[config.mk]
export PLATFORM = sky130hd
export DESIGN_NAME = super_fetch_flat
export DESIGN_NICKNAME = d
export VERILOG_FILES = /design/src/rtl/super_fetch_if.sv /design/src/rtl/super_fetch.sv /design/src/flat_wrapper.sv
export SDC_FILE = /design/constraint.sdc
export NUM_CORES = 1
export LEC_CHECK = 0
export CAP_MARGIN = 0
export CORE_MARGIN = 2
export CORE_UTILIZATION = 35
export DETAILED_ROUTE_END_ITERATION = 8
export PLACE_DENSITY = 0.68
export SLEW_MARGIN = 15
export SYNTH_ARGS = -nofsm -noshare
export SYNTH_HDL_FRONTEND = slang
export SYNTH_SLANG_ARGS = --single-unit
[constraint.sdc]
create_clock -name clk -period 2 [get_ports clk]
set_input_delay 0.6 -clock clk [delete_from_list [all_inputs] [get_ports clk]]
set_output_delay 0.6 -clock clk [all_outputs]
set_load 0.01 [all_outputs]
[src/rtl/super_fetch_if.sv]
// Fetch-stage bundle: instruction-memory port plus the IF/ID handshake with decode.
// master = fetch stage, slave = decode stage / memory side.
interface super_fetch_if #(
  parameter int REGI_SIZE  = 16,
  parameter int INSTR_SIZE = 16,
  parameter int PC_BITS    = 10
) ();
  logic                  stall_i;
  logic                  enable_jump_i;
  logic [PC_BITS-1:0]    jump_address_i;
  logic                  flag_end_i;
  logic [PC_BITS-1:0]    imem_addr_o;
  logic                  imem_re_o;
  logic [INSTR_SIZE-1:0] imem_data_i;
  logic [INSTR_SIZE-1:0] instruction_o;
  logic [REGI_SIZE-1:0]  next_pc_o;
  logic                  valid_o;
  logic                  halted_o;

  modport master (
    input  stall_i, enable_jump_i, jump_address_i, flag_end_i, imem_data_i,
    output imem_addr_o, imem_re_o, instruction_o, next_pc_o, valid_o, halted_o
  );

  modport slave (
    output stall_i, enable_jump_i, jump_address_i, flag_end_i, imem_data_i,
    input  imem_addr_o, imem_re_o, instruction_o, next_pc_o, valid_o, halted_o
  );
endinterface

[src/rtl/super_fetch.sv]
// Instruction fetch with IF/ID register: PC, 1-entry skid for the one word returning during a stall,
// RUN/DRAIN/HALT control. Address issued in cycle N appears on instruction_o in cycle N+2.
module super_fetch #(
  parameter int                    REGI_SIZE    = 16,
  parameter int                    INSTR_SIZE   = 16,
  parameter int                    PC_BITS      = 10,
  parameter logic [INSTR_SIZE-1:0] NOP_WORD     = 16'h0000,
  parameter int                    DRAIN_CYCLES = 4
) (
  input  logic          clk,
  input  logic          rst,
  super_fetch_if.master bus
);

  typedef enum logic [1:0] {ST_RUN, ST_DRAIN, ST_HALT} state_e;

  state_e                state_q, state_d;
  logic [PC_BITS-1:0]    pc_q, pc_d;
  logic                  fetch_vld_q, fetch_vld_d;
  logic [PC_BITS-1:0]    fetch_pc_q, fetch_pc_d;
  logic                  skid_vld_q, skid_vld_d;
  logic [INSTR_SIZE-1:0] skid_dat_q, skid_dat_d;
  logic [PC_BITS-1:0]    skid_pc_q, skid_pc_d;
  logic [INSTR_SIZE-1:0] instr_q, instr_d;
  logic [PC_BITS-1:0]    npc_q, npc_d;
  logic                  valid_q, valid_d;
  logic [3:0]            cnt_q, cnt_d;

  assign bus.imem_addr_o   = pc_q;
  assign bus.imem_re_o     = (state_q == ST_RUN) && !bus.stall_i && !rst;
  assign bus.instruction_o = instr_q;
  assign bus.next_pc_o     = {{(REGI_SIZE-PC_BITS){1'b0}}, npc_q};
  assign bus.valid_o       = valid_q;
  assign bus.halted_o      = (state_q == ST_HALT);

  always_comb begin
    state_d     = state_q;
    pc_d        = pc_q;
    fetch_vld_d = 1'b0;
    fetch_pc_d  = fetch_pc_q;
    skid_vld_d  = skid_vld_q;
    skid_dat_d  = skid_dat_q;
    skid_pc_d   = skid_pc_q;
    instr_d     = instr_q;
    npc_d       = npc_q;
    valid_d     = valid_q;
    cnt_d       = cnt_q;

    case (state_q)
      ST_RUN: begin
        if (!bus.stall_i) begin
          if (bus.flag_end_i) begin
            state_d    = ST_DRAIN;
            cnt_d      = 4'(DRAIN_CYCLES);
            skid_vld_d = 1'b0;
            instr_d    = NOP_WORD;
            valid_d    = 1'b0;
          end else if (bus.enable_jump_i) begin
            // The fetch issued this cycle and any returning word belong to the old path.
            pc_d       = bus.jump_address_i;
            skid_vld_d = 1'b0;
            instr_d    = NOP_WORD;
            valid_d    = 1'b0;
          end else begin
            pc_d        = pc_q + 1'b1;
            fetch_vld_d = 1'b1;
            fetch_pc_d  = pc_q;
            if (skid_vld_q) begin
              skid_vld_d = 1'b0;
              instr_d    = skid_dat_q;
              npc_d      = skid_pc_q + 1'b1;
              valid_d    = 1'b1;
            end else if (fetch_vld_q) begin
              instr_d = bus.imem_data_i;
              npc_d   = fetch_pc_q + 1'b1;
              valid_d = 1'b1;
            end else begin
              instr_d = NOP_WORD;
              valid_d = 1'b0;
            end
          end
        end else if (fetch_vld_q && !skid_vld_q) begin
          // No issue happens while stalled, so only one word can ever land here.
          skid_vld_d = 1'b1;
          skid_dat_d = bus.imem_data_i;
          skid_pc_d  = fetch_pc_q;
        end
      end
      ST_DRAIN: begin
        if (!bus.stall_i) begin
          if (cnt_q == 4'd1) state_d = ST_HALT;
          else               cnt_d   = cnt_q - 4'd1;
        end
      end
      ST_HALT: ;
      default: state_d = ST_RUN;
    endcase
  end

  always_ff @(posedge clk) begin
    if (rst) begin
      state_q     <= ST_RUN;
      pc_q        <= '0;
      fetch_vld_q <= 1'b0;
      fetch_pc_q  <= '0;
      skid_vld_q  <= 1'b0;
      skid_dat_q  <= NOP_WORD;
      skid_pc_q   <= '0;
      instr_q     <= NOP_WORD;
      npc_q       <= '0;
      valid_q     <= 1'b0;
      cnt_q       <= '0;
    end else begin
      state_q     <= state_d;
      pc_q        <= pc_d;
      fetch_vld_q <= fetch_vld_d;
      fetch_pc_q  <= fetch_pc_d;
      skid_vld_q  <= skid_vld_d;
      skid_dat_q  <= skid_dat_d;
      skid_pc_q   <= skid_pc_d;
      instr_q     <= instr_d;
      npc_q       <= npc_d;
      valid_q     <= valid_d;
      cnt_q       <= cnt_d;
    end
  end

endmodule

[src/flat_wrapper.sv]
// flat-port wrapper written by rule: the top's interface ports become plain ports
module super_fetch_flat 
#(
  parameter int                    REGI_SIZE    = 16,
  parameter int                    INSTR_SIZE   = 16,
  parameter int                    PC_BITS      = 10,
  parameter logic [INSTR_SIZE-1:0] NOP_WORD     = 16'h0000,
  parameter int                    DRAIN_CYCLES = 4
)
  (clk, rst, bus_stall_i, bus_enable_jump_i, bus_jump_address_i, bus_flag_end_i, bus_imem_data_i, bus_imem_addr_o, bus_imem_re_o, bus_instruction_o, bus_next_pc_o, bus_valid_o, bus_halted_o);
  super_fetch_if #(.REGI_SIZE(REGI_SIZE), .INSTR_SIZE(INSTR_SIZE), .PC_BITS(PC_BITS)) bus_i ();
  input  logic clk;
  input  logic rst;
  input wire logic [$bits(bus_i.stall_i)-1:0] bus_stall_i;
  input wire logic [$bits(bus_i.enable_jump_i)-1:0] bus_enable_jump_i;
  input wire logic [$bits(bus_i.jump_address_i)-1:0] bus_jump_address_i;
  input wire logic [$bits(bus_i.flag_end_i)-1:0] bus_flag_end_i;
  input wire logic [$bits(bus_i.imem_data_i)-1:0] bus_imem_data_i;
  output wire logic [$bits(bus_i.imem_addr_o)-1:0] bus_imem_addr_o;
  output wire logic [$bits(bus_i.imem_re_o)-1:0] bus_imem_re_o;
  output wire logic [$bits(bus_i.instruction_o)-1:0] bus_instruction_o;
  output wire logic [$bits(bus_i.next_pc_o)-1:0] bus_next_pc_o;
  output wire logic [$bits(bus_i.valid_o)-1:0] bus_valid_o;
  output wire logic [$bits(bus_i.halted_o)-1:0] bus_halted_o;
  assign bus_i.stall_i = bus_stall_i;
  assign bus_i.enable_jump_i = bus_enable_jump_i;
  assign bus_i.jump_address_i = bus_jump_address_i;
  assign bus_i.flag_end_i = bus_flag_end_i;
  assign bus_i.imem_data_i = bus_imem_data_i;
  assign bus_imem_addr_o = bus_i.imem_addr_o;
  assign bus_imem_re_o = bus_i.imem_re_o;
  assign bus_instruction_o = bus_i.instruction_o;
  assign bus_next_pc_o = bus_i.next_pc_o;
  assign bus_valid_o = bus_i.valid_o;
  assign bus_halted_o = bus_i.halted_o;
  super_fetch #(.REGI_SIZE(REGI_SIZE), .INSTR_SIZE(INSTR_SIZE), .PC_BITS(PC_BITS), .NOP_WORD(NOP_WORD), .DRAIN_CYCLES(DRAIN_CYCLES)) u_core (.clk(clk), .rst(rst), .bus(bus_i));
endmodule
== Yosys cells after proc, flatten, opt, wreduce, memory -nomap -nowiden ==
Index checks and enable logic that the tools add are counted.

* Add/subtract/negate cells: 4
* Eq/ne operators: 9
* Mux-type cells: 24
* Bitwise operators: 5
* Reductions and logical operators: 18

{| class="wikitable"
|+ Operator list
! kind !! number
|-
| 16-bit two-way mux || 4
|-
| 10-bit by 1-bit adder with 10-bit output, second input constant || 3
|-
| 10-bit two-way mux || 3
|-
| 4-bit two-way mux || 4
|-
| 5-bit AND reduction || 3
|-
| 2-bit two-way mux || 4
|-
| 2-bit != test, second input constant || 4
|-
| 4-bit one-hot mux with 2 select lines || 1
|-
| 1-bit two-way mux || 7
|-
| 2-bit one-hot mux with 3 select lines || 1
|-
| 3-bit AND reduction || 2
|-
| 1-bit NOT || 5
|-
| 4-bit by 1-bit == test with 1-bit output, second input constant || 1
|-
| 2-bit by 1-bit != test with 1-bit output, second input constant || 2
|-
| 2-bit AND reduction || 2
|-
| 4-bit AND reduction || 1
|-
| 2-bit nonzero test || 2
|-
| 4-bit OR reduction || 1
|-
| 4-bit by 1-bit subtractor with 4-bit output, second input constant || 1
|-
| 1-bit logical AND || 3
|-
| 1-bit logical NOT || 3
|-
| 2-bit by 1-bit == test with 1-bit output, second input constant || 1
|-
| 2-bit == test, second input constant || 1
|-
| 2-bit logical NOT || 1
|}

* Register bits: 81
* Bits of input ports: 31
* Output and inout port bits: 45
* Word-level logic and storage cells: 71

== Depth between registers and ports, before layout ==
Gate-level depths: netlist of the first run.

* Word-level depth: 4
* Depth in mapped cells: 9
* Mapped depth without buffers: 6

== Worst setup path after synthesis of the first run ==
OpenSTA, ideal clock, no wires.

* Kind: reg2reg
* Start point: reg u_core.skid_vld_q
* End point: reg u_core.npc_q[4]
* Setup time: 0.070 ns
* Arrival: 2.128 ns
* Setup slack: -0.198 ns
* Stages on the path, launching flop included: 10
* Buffers on the path: 3
* Clock period less this slack: 2.198 ns
* Cells stage by stage: dfxtp_1 > clkbuf_1 > buf_2 > buf_2 > mux2_2 > ha_1 > and4_1 > o21ai_0 > o211ai_1 > a21oi_1

* Word-level cells in the longest chain between the ends: 2
* Elaborated cells between the ends (all ways): 3

{| class="wikitable"
|+ Ends and longest elaborated chain
! element !! line !! text
|-
| from (decl) || super_fetch.sv:21 || <nowiki>logic skid_vld_q, skid_vld_d;</nowiki>
|-
| from (signal assigned) || super_fetch.sv:118 || <nowiki>skid_vld_q <= skid_vld_d;</nowiki>
|-
| 2-bit nonzero test (no source line) || - ||
|-
| 5-bit AND reduction (no source line) || - ||
|-
| to (signal assigned) || super_fetch.sv:122 || <nowiki>npc_q <= npc_d;</nowiki>
|-
| to (decl) || super_fetch.sv:25 || <nowiki>logic [PC_BITS-1:0] npc_q, npc_d;</nowiki>
|}

Parallel ways exist; a longest one is shown, timed or not.
A chain may end at the register's enable or synchronous reset.

== Final worst setup path of the first run ==
* Start point: in bus_stall_i
* End point: out bus_imem_re_o

* Word-level cells in the longest chain between the ends: 3

{| class="wikitable"
|+ Ends and longest elaborated chain
! element !! line !! text
|-
| from (decl) || flat_wrapper.sv:14 || <nowiki>input wire logic [$bits(bus_i.stall_i)-1:0] bus_stall_i;</nowiki>
|-
| 1-bit logical NOT || super_fetch.sv:30 || <nowiki>assign bus.imem_re_o = (state_q == ST_RUN) && !bus.stall_i && !rst;</nowiki>
|-
| 1-bit logical AND (2 in a row) || super_fetch.sv:30 ||
|-
| to (decl) || flat_wrapper.sv:20 || <nowiki>output wire logic [$bits(bus_i.imem_re_o)-1:0] bus_imem_re_o;</nowiki>
|}

Every way passes these cells.

==> results of run 1 <==
## where the power goes
| group | internal (mW) | switching, mW | total (mW) |
|---|---|---|---|
| Combinational | 0.157 | 0.157 | 0.314 |
| Sequential | 1.64 | 0.0264 | 1.66 |
| Clock | 0.568 | 0.594 | 1.16 |
## what timing repair did
action	in CTS	in global routing
resized for setup	14	5
setup endpoints to repair	44	5
pin swaps	1	1
setup buffers	1	0
## sequential cells by signal (all words and copies together), names as in the netlist
name,count
u_core.cnt_q,4
u_core.skid_dat_q,16
u_core.bus.imem_addr_o,10
u_core.bus.valid_o,1
u_core.skid_vld_q,1
u_core.skid_pc_q,10
u_core.bus.instruction_o,16
u_core.npc_q,10
u_core.fetch_pc_q,10
u_core.state_q,2
u_core.fetch_vld_q,1
## critical path, stage by stage
cell and delay, ps:
dlygate4sd2_1 250, or3_4 330, nor2_2 80, buf_2 130
## cell families (layout without fill, tap and decap cells)
family                   count (synthesis)  after routing
AO/OA/AOI/OAI                          113            113
XOR/XNOR                                 5              5
adder cells (fa/ha/maj)                  4              4
buffers and inverters                   48            121
flip-flops                              81             81
multiplexers                            37             37
other                                    1              6
AND/OR/NAND/NOR                        182            182
## metrics by stage
step | worst slack [ps] | setup TNS (ps)
2_1_floorplan | -4.712 | -4.712
3_3_place_gp | -616.5 | -19570
3_5_place_dp | -624.3 | -22180
4_1_cts | -37.39 | -37.39
5_1_grt | -25.25 | -25.25
6_report | 14.84 | 0
## placed cells by master, fill, tap and decap left out, types with 3 or more instances in the layout
cell | synthesis | final
clkbuf_8 | 0 | 9
a31oi_1 | 5 | 5
xor2_1 | 3 | 3
dlygate4sd2_1 | 0 | 3
dfxtp_2 | 0 | 9
nand3b_1 | 3 | 3
a211oi_1 | 4 | 4
nand3_1 | 17 | 17
nand2_1 | 70 | 70
conb_1 | 1 | 6
dfxtp_1 | 81 | 72
o31ai_1 | 3 | 3
nand4_1 | 3 | 3
o21ai_0 | 37 | 37
a21oi_1 | 43 | 43
clkinvlp_4 | 0 | 3
o311ai_0 | 3 | 3
clkdlybuf4s50_1 | 0 | 63
nor3_1 | 4 | 4
buf_12 | 0 | 3
nor2_1 | 63 | 62
buf_4 | 6 | 27
inv_1 | 7 | 7
mux2_2 | 5 | 5
nor2b_1 | 3 | 3
mux2i_1 | 32 | 32
nand4b_1 | 3 | 3
ha_1 | 4 | 4
and4_1 | 3 | 3
## per-layer routing
metal / routed length [microns] / up-vias
met2: 4120 / 79
met1: 4524 / 1604
li1: - / 1777
met3: 455 / 16
met5: 0 / -
met4: 157 / 0
## how the worst max path moves through the flow
stage	from	endpoint	slack, ps
after floorplan	u_core.skid_vld_q	u_core.npc_q[4]	-5
after global placement	bus_stall_i	bus_imem_re_o	-620
after detailed placement	bus_stall_i	bus_imem_re_o	-620
after CTS	bus_stall_i	bus_imem_re_o	-40
after global routing	bus_stall_i	bus_imem_re_o	-30
final	bus_stall_i	bus_imem_re_o	10
## layout make-up
class	instances	area [sq um]
clock buffer	10	127.6
clock inverter	5	57.56
fill	1047	5751
inverter	7	26.28
multi-input combinational	347	1986
sequential	81	1633
tap	140	175.2
timing repair buffer	99	942.2
==> flow_summary.json, run 1 <==
{
  "wire_per_inst_microns": 13.43,
  "cts_tree": "done",
  "initial_core_util_pct": 35.50,
  "layout.nets": 580,
  "instances_no_fill": 689,
  "synthXorXnorAreaFrac_pct": 1.153,
  "clk_pin_slew_ps": 80,
  "fin_area_sq_um": 4947,
  "fin_crit_ps": 1985,
  "post-route-period-util_pct": 99.26,
  "synth_top_family_by_area": "simple AND/OR/NAND/NOR gates",
  "track_usage_pct": 16.30,
  "muxShareOfSynthArea_pct": 9.918,
  "vias": 3476,
  "setup-violations-final": 0,
  "io_pins": 76,
  "syn_to_final_growth_pct": 30.28,
  "gr-max-usage-layer": "met2",
  "p_leak_nw": 1.739,
  "port-buffer-count": 69,
  "status": "finished clean",
  "yosysSeqAreaShare_pct": 42.70,
  "yosysTopAreaCellShare_pct": 42.70,
  "grt_pass1_wl_microns": 15390,
  "clock_skew_ps": 8.148,
  "yosys.area_share.simple_pct": 21.48,
  "drive_gt1_share_pct": 12.02,
  "grtUsageMet2_pct": 25.34,
  "hpwl_microns": 6373,
  "r2r_cells": 5,
  "holdWs_ps": 452.6,
  "place_area_sq_um": 4741,
  "powerDensity_nw_per_um2": 634.3,
  "cp.required_ps": 1400,
  "synth.most_common_cell": "dfxtp_1",
  "synth-main-ff-cell": "dfxtp_1",
  "rr_startpoint": "u_core.state_q[0]",
  "synth-seq-cells": 81,
  "synthArstFlopShare_pct": 0,
  "critPathKind": "input port to primary output",
  "start_kind": "input port",
  "postRouteWirelength_microns": 9256,
  "hold_viol_final": 0,
  "insertion_delay_ps": 350,
  "coreArea_sq_um": 10700,
  "slew_viol_final": 0,
  "synth_area_leader_cell": "dfxtp_1",
  "cp.arrival_ps": 1390,
  "synth-compound-area-share_pct": 17.53,
  "final_util_pct": 46.25,
  "root_buffer": "clkbuf_8",
  "synth_commonest_cells": "dfxtp_1 (81), nand2_1 (70), nor2_1 (63)",
  "first_global_vias": 3294,
  "placed_cells": 673,
  "ir_drop_v": 0.0002608,
  "hp-start": "u_core.bus.instruction_o[14]",
  "drtIter0Drc": 148,
  "yosys.cell_types.count": 52,
  "netlist_area_sq_um": 3797,
  "synth_enable_flop_cells": 0,
  "antenna_left": 0,
  "grtUsageMet3_pct": 4.159,
  "clock_sinks": 81,
  "yosys.area_share.adder_pct": 1.318,
  "yosys_warnings": 0,
  "r2r_slack_ps": 130,
  "grt_overflow_total": 0,
  "row_count": 38,
  "avgSynthCellArea_sq_um": 8.062,
  "cp_max_fo": 2,
  "holdBufCountCts": 0,
  "h-tree-depth": 3,
  "clock_path_buffers": 2,
  "cts_buffers": 9,
  "synthTopCellsByArea": "dfxtp_1 (43%), mux2i_1 (8.4%), nand2_1 (6.9%)",
  "grtUsageMet1_pct": 21.68,
  "antenna_found_initial": 0,
  "die_w_microns": 108.2,
  "end_kind": "primary output",
  "drc": 0,
  "fmax_ghz": 0.5037,
  "grt_max_degree": 40,
  "die_area_sq_um": 11700,
  "gp_congestion": 0.8148,
  "insertedDiodeCount": 0,
  "r2r_end": "u_core.npc_q[9]",
  "fp.dieH_microns": 108.2,
  "viasPerCell": 5.045,
  "drt_pass1_iterations": 4,
  "synthCells": 471,
  "min_to": "u_core.bus.instruction_o[14]",
  "rsz0062_at_grt": "true",
  "maxCapViolCount": 0,
  "hold_path_class": "flop to flop",
  "worstHoldPathCells": 2,
  "finalPower_mw": 3.138
}
Power figures use the tool's default switching activity.
==> run 2: changes to the inputs <==
Settings changed: HOLD_SLACK_MARGIN from default to 0.15.
==> results of run 2 <==
Final layout, timing and power as in run 1 (identical DEF).
==> run 3: changes to the inputs <==
Settings changed: ABC_CLOCK_PERIOD_IN_PS from default to 2000, CAP_MARGIN 0 to default.
==> results of run 3 <==
Final layout, timing and power as in run 1 (identical DEF).
